[config.mk]
export PLATFORM = sky130hd
export DESIGN_NAME = pc_fetch_predict
export DESIGN_NICKNAME = d
export VERILOG_FILES = /design/src/rtl/pc_fetch_predict_pkg.sv /design/src/rtl/pc_fetch_predict_sat_counter_table.sv /design/src/rtl/pc_fetch_predict.sv
export SDC_FILE = /design/constraint.sdc
export NUM_CORES = 1
export LEC_CHECK = 0
export BUFFER_PORTS_ARGS = -buffer_cell sky130_fd_sc_hd__buf_2
export CORE_UTILIZATION = 54
export CTS_CLUSTER_SIZE = 8
export DETAILED_ROUTE_END_ITERATION = 16
export PLACE_DENSITY = 0.79
export SYNTH_ARGS = -nofsm -noshare
export SYNTH_HDL_FRONTEND = slang
export SYNTH_SLANG_ARGS = --single-unit
[constraint.sdc]
create_clock -name clk -period 4.13 [get_ports clk]
set_input_delay 0.2065 -clock clk [delete_from_list [all_inputs] [get_ports clk]]
set_output_delay 0.2065 -clock clk [all_outputs]
set_load 0.05 [all_outputs]
[src/rtl/pc_fetch_predict_pkg.sv]
// Shared widths, direction-counter encodings and the saturating step used by the fetch predictor.
package pc_fetch_predict_pkg;

  localparam int unsigned AWIDTH_DEF = 32;
  localparam int unsigned CTR_W      = 2;
  localparam int unsigned IDX_W      = 2;
  localparam int unsigned NUM_CTR    = 4;
  localparam int unsigned PC_INC     = 4;

  typedef enum logic [CTR_W-1:0] {
    SNT = 2'b00,
    WNT = 2'b01,
    WT  = 2'b10,
    ST  = 2'b11
  } ctr_e;

  // One training step: move toward the resolved direction, clamping at SNT and ST.
  function automatic logic [CTR_W-1:0] sat_next(input logic [CTR_W-1:0] cur, input logic taken);
    logic [CTR_W-1:0] nxt;
    nxt = cur;
    if (taken && (cur != ST)) begin
      nxt = cur + CTR_W'(1);
    end else if (!taken && (cur != SNT)) begin
      nxt = cur - CTR_W'(1);
    end
    return nxt;
  endfunction

endpackage

[src/rtl/pc_fetch_predict_sat_counter_table.sv]
// Four 2-bit saturating direction counters: one combinational read port, one training port.
module sat_counter_table
  import pc_fetch_predict_pkg::*;
#(
  parameter logic [CTR_W-1:0] CTR_INIT = WNT
) (
  input  logic             clk,
  input  logic             rst,
  input  logic [IDX_W-1:0] rd_idx,
  output logic [CTR_W-1:0] rd_ctr_c,
  input  logic             upd_en,
  input  logic [IDX_W-1:0] upd_idx,
  input  logic             upd_taken
);

  logic [CTR_W-1:0] ctr_q [NUM_CTR];

  always_ff @(posedge clk or negedge rst) begin
    if (!rst) begin
      for (int unsigned i = 0; i < NUM_CTR; i++) begin
        ctr_q[i] <= CTR_INIT;
      end
    end else if (upd_en) begin
      ctr_q[upd_idx] <= sat_next(ctr_q[upd_idx], upd_taken);
    end
  end

  // Read sees the pre-edge value; no write-to-read bypass.
  assign rd_ctr_c = ctr_q[rd_idx];

endmodule

[src/rtl/pc_fetch_predict.sv]
// Fetch PC generator: BTB-guided next-PC prediction, IF/ID capture, and execute-side mispredict redirect.
module pc_fetch_predict
  import pc_fetch_predict_pkg::*;
#(
  parameter int unsigned      AWIDTH   = AWIDTH_DEF,
  parameter logic [AWIDTH-1:0] RESET_PC = '0,
  parameter logic [CTR_W-1:0]  CTR_INIT = WNT
) (
  input  logic              clk,
  input  logic              rst,
  input  logic              stall_f,
  input  logic [AWIDTH-1:0] btb_target,
  input  logic              valid_x,
  input  logic              br_x,
  input  logic              br_taken_x,
  input  logic [AWIDTH-1:0] alu_out,
  input  logic [AWIDTH-1:0] PC_x,
  input  logic              pred_taken_x,
  input  logic [AWIDTH-1:0] pred_target_x,
  output logic [AWIDTH-1:0] PC_f,
  output logic [AWIDTH-1:0] PC_d,
  output logic              valid_d,
  output logic              pred_taken_d,
  output logic [AWIDTH-1:0] pred_target_d,
  output logic              redirect,
  output logic              flush
);

  localparam logic [AWIDTH-1:0] INC = AWIDTH'(PC_INC);

  logic [AWIDTH-1:0] pc_plus4_f;
  logic [AWIDTH-1:0] pred_next_f;
  logic [AWIDTH-1:0] redirect_pc;
  logic [CTR_W-1:0]  ctr_f;
  logic              btb_hit;
  logic              pred_taken_f;
  logic              mis_dir;
  logic              mis_tgt;
  logic              mis_alias;
  logic              ctr_upd;

  sat_counter_table #(
    .CTR_INIT (CTR_INIT)
  ) u_ctr (
    .clk       (clk),
    .rst       (rst),
    .rd_idx    (PC_f[3:2]),
    .rd_ctr_c  (ctr_f),
    .upd_en    (ctr_upd),
    .upd_idx   (PC_x[3:2]),
    .upd_taken (br_taken_x)
  );

  // Lookup: the BTB returns PC_f+4 on a miss, so any other value is a hit.
  assign pc_plus4_f   = PC_f + INC;
  assign btb_hit      = (btb_target != pc_plus4_f);
  assign pred_taken_f = btb_hit && ctr_f[1];
  assign pred_next_f  = pred_taken_f ? btb_target : pc_plus4_f;

  // Mispredict terms; a non-branch predicted taken is a stale alias in the tables.
  assign mis_dir     = br_x && (br_taken_x != pred_taken_x);
  assign mis_tgt     = br_x && br_taken_x && (alu_out != pred_target_x);
  assign mis_alias   = !br_x && pred_taken_x;
  assign redirect    = valid_x && (mis_dir || mis_tgt || mis_alias);
  assign flush       = redirect;
  assign redirect_pc = (br_x && br_taken_x) ? alu_out : (PC_x + INC);

  assign ctr_upd = valid_x && br_x;

  always_ff @(posedge clk or negedge rst) begin
    if (!rst) begin
      PC_f <= RESET_PC;
    end else if (redirect) begin
      PC_f <= redirect_pc;
    end else if (!stall_f) begin
      PC_f <= pred_next_f;
    end
  end

  // IF/ID: a redirect only kills valid; payload holds as don't-care.
  always_ff @(posedge clk or negedge rst) begin
    if (!rst) begin
      PC_d          <= '0;
      valid_d       <= 1'b0;
      pred_taken_d  <= 1'b0;
      pred_target_d <= '0;
    end else if (redirect) begin
      valid_d <= 1'b0;
    end else if (!stall_f) begin
      PC_d          <= PC_f;
      valid_d       <= 1'b1;
      pred_taken_d  <= pred_taken_f;
      pred_target_d <= pred_next_f;
    end
  end

endmodule

==> flow_summary.yaml <==
run_status:
  status: "finished with violations"
  failed_checks: "hold timing"
worst_setup_path:
  r2r_start: "PC_f[11]"
  slowest_stage: "or4_1"
  cp_cell_sequence: "and4_1 -> nand4_2 -> or4_1 -> a22oi_1 -> nand3b_1 -> or4_4 -> nor4_4 -> buf_4 -> mux2i_1 -> o32a_1"
  worstSetupPathType: "register to register"
  crit_start: "PC_f[11]"
  crit_arrival_ns: 4.23
  cp-end-kind: "register"
  crit_fanout: 9
  cp_top_family: "simple AND/OR/NAND/NOR gates"
  critPathMaxStageDelay_ns: 0.67
  start_kind: "register"
  worst-path-buf-inv: 1
  worst_ep_required_time_ns: 4.38
floorplanning:
  start_util: 0.553
  row_count: 46
  die_h_um: 129
  core_area_sq_mm: 0.0158
  ios: 235
  die-area_sq_mm: 0.0167
  die_w_um: 129
synth:
  synth_area_leaders: "dfrtp_1, xnor2_1, nand2_1"
  ys_seq_elements: 106
  yosysWarnings: 0
  synth_fa_ha_area_frac: 0.0100
  yosysSeqAreaShare: 0.304
  synth_mux_area_frac: 0.0825
  synth.most_common_cell: "nand2_1"
  synth-compound-area-share: 0.174
  synth-async-reset-ratio: 1.00
  synth_top_family_by_area: "simple AND/OR/NAND/NOR gates"
  syn_area_per_cell_sq_um: 8.27
  synth_edf_count: 0
  yosys.area_share.simple: 0.253
  synth-xor-area-share: 0.125
  yosys-top-cells-count: "nand2_1, dfrtp_1, nor2_1"
  synth.cell_area_sq_mm: 0.00876
  synth_top_area_frac: 0.292
  ys.flop_type: "dfrtp_1"
  synth_largest_area_cell: "dfrtp_1"
  postSynthCellCount: 1059
  yosysUniqueCellTypes: 71
  synth_nets: 1201
clocking:
  cts_made_buffers: 9
  cts_buffer_depth: 2
  cts_tree: "done"
  htreeDepth: 3
  clk_pin_slew_ns: 0.07
  clock-sinks: 106
  clockRootBuffer: "clkbuf_16"
  clk_latency_ns: 0.37
  cts_setup_buffers: 0
global_routing:
  met1_usage: 0.576
  grt_busiest_layer: "met2"
  grt_pass1_wl_um: 51000
  grtUsageMet2: 0.650
  met3_usage: 0.0747
  grt_overflow: 0
  grtUsageTotal: 0.413
  grt_max_degree: 79
  grt_pass1_vias: 8598
  antenna_found_initial: 0
pwr:
  p_leak_nw: 4.77
  p_per_area_mw_per_mm2: 709
  ir_worst_vdd_mv: 0.426
timing:
  tightest_slew_ns: 0.921
  relSlewSlack: 0.386
  rsz0062_at_grt: "false"
  maxSlewViolCount: 0
  fmax_mhz: 251
  fin_skew_ns: 0.0112
  tns_ns: 0
  period_share: 0.964
  worst_hold_slack_ns: -0.0362
  finalCriticalPeriod_ns: 3.98
  final_hold_viol_count: 37
  setup_viol_count_final: 0
job:
  max_cap_violations: 0
layout:
  syn_to_final_growth_pct: 21.7
  n_antenna_cell: 0
  fin_util: 0.673
  filler_cell_count: 1349
  layout.nets: 1423
  drive_above_1_share: 0.281
route:
  viasPerCell: 6.36
  drtIter0Drc: 1266
  vias: 9552
  drt-total-wl_um: 34300
  drtAntennaViolNets: 0
  drc_errors: 0
  dr.pass1.iters: 6
  routedWlPerCell_um: 22.8
place:
  gp_congestion: 0.996
  dp_hpwl_um: 27100
  numPortBuffers: 234
hold_path:
  min_path_type: "primary input to async pin"
[routing by layer]
metal | vias to the layer above | share of wire
met5 | - | 0
met4 | 0 | 0.026
met3 | 73 | 0.11
met2 | 669 | 0.45
met1 | 4509 | 0.42
li1 | 4301 | -
[cells by family (layout without fill, tap and decap cells)]
| family | count (synthesis) | after routing |
|---|---|---|
| and+or+nand+nor | 424 | 424 |
| AOI/OAI and AO/OA | 228 | 228 |
| xor gates and xnor gates | 117 | 117 |
| buffers and inverters | 111 | 338 |
| DFF | 106 | 106 |
| muxes | 66 | 66 |
| adders and majority gates | 7 | 7 |
[where the power goes]
group / internal, mW / total, mW / switching, mW / leakage, nW
logic: 1.44 / 4.66 / 3.23 / 3.37
registers: 1.48 / 1.98 / 0.501 / 1.25
clock network: 0.485 / 0.917 / 0.432 / 0.151
[state kept, by name (all words and copies together), names as in the netlist]
register	flops
PC_d	32
PC_f	32
pred_target_d	32
u_ctr.ctr_q	8
pred_taken_d	1
valid_d	1
[cell type report]
cell class	instances	area, sq um	share of cell area
clock inverter	6	81.3	0.00763
timing repair buffer	293	1640	0.154
inverter	29	109	0.0102
multi-input combinational	842	5670	0.532
sequential	106	2660	0.249
tap	216	270	0.0254
clock buffer	10	229	0.0215
[metrics by stage]
stage	hold WS (ns)	power [mW]	std cells	worst slack (ns)	area (sq um)
detailed placement	0.389	6.56	1486	0.139	10300
CTS	0.00154	7.47	1502	0.135	10700
finish	-0.0362	7.56	1502	0.148	10700
global route	0.0295	7.91	1502	0.00892	10700
floorplan	-0.0891	5.14	1059	0.155	8760
global placement	0.388	6.48	1486	0.185	10300
[cells in the final DEF (no fill, tap or decap), types with 29 or more instances in the layout]
master,instances
nand3_1,46
xor2_1,44
nor3_1,36
dfrtp_1,101
a21oi_1,34
xnor2_1,68
o21ai_0,70
nand2_1,116
buf_4,58
nor2_1,94
mux2i_1,35
mux2_2,29
buf_2,233
[worst register-to-register path: stages (launching register included)]
cell and delay, ns:
dfrtp_1 0.59, and4_1 0.43, nand4_2 0.24, or4_1 0.67, a22oi_1 0.23, nand3b_1 0.12
or4_4 0.57, nor4_4 0.36, buf_4 0.24, mux2i_1 0.08, o32a_1 0.33
[what timing repair did]
action,in CTS,in global routing
setup endpoints to repair,0,3
resized for setup,0,1
endpoints found under the hold margin,0,0
hold buffers,0,0
[path summary, 6_finish.rpt]
kind | endpoint | slack, ns | cells after the start
worst min-delay path | pred_target_d[23] | -0.04 | 1
worst max-delay path | PC_f[22] | 0.15 | 10
worst max register to register | PC_f[22] | 0.15 | 10
max in group asynchronous | pred_target_d[15] | 3.06 | 2
worst min register to register | PC_d[19] | 0.47 | 2
min in group clk | pred_target_d[28] | 0.17 | 3
Note: power is estimated with default switching activity, not from simulation.
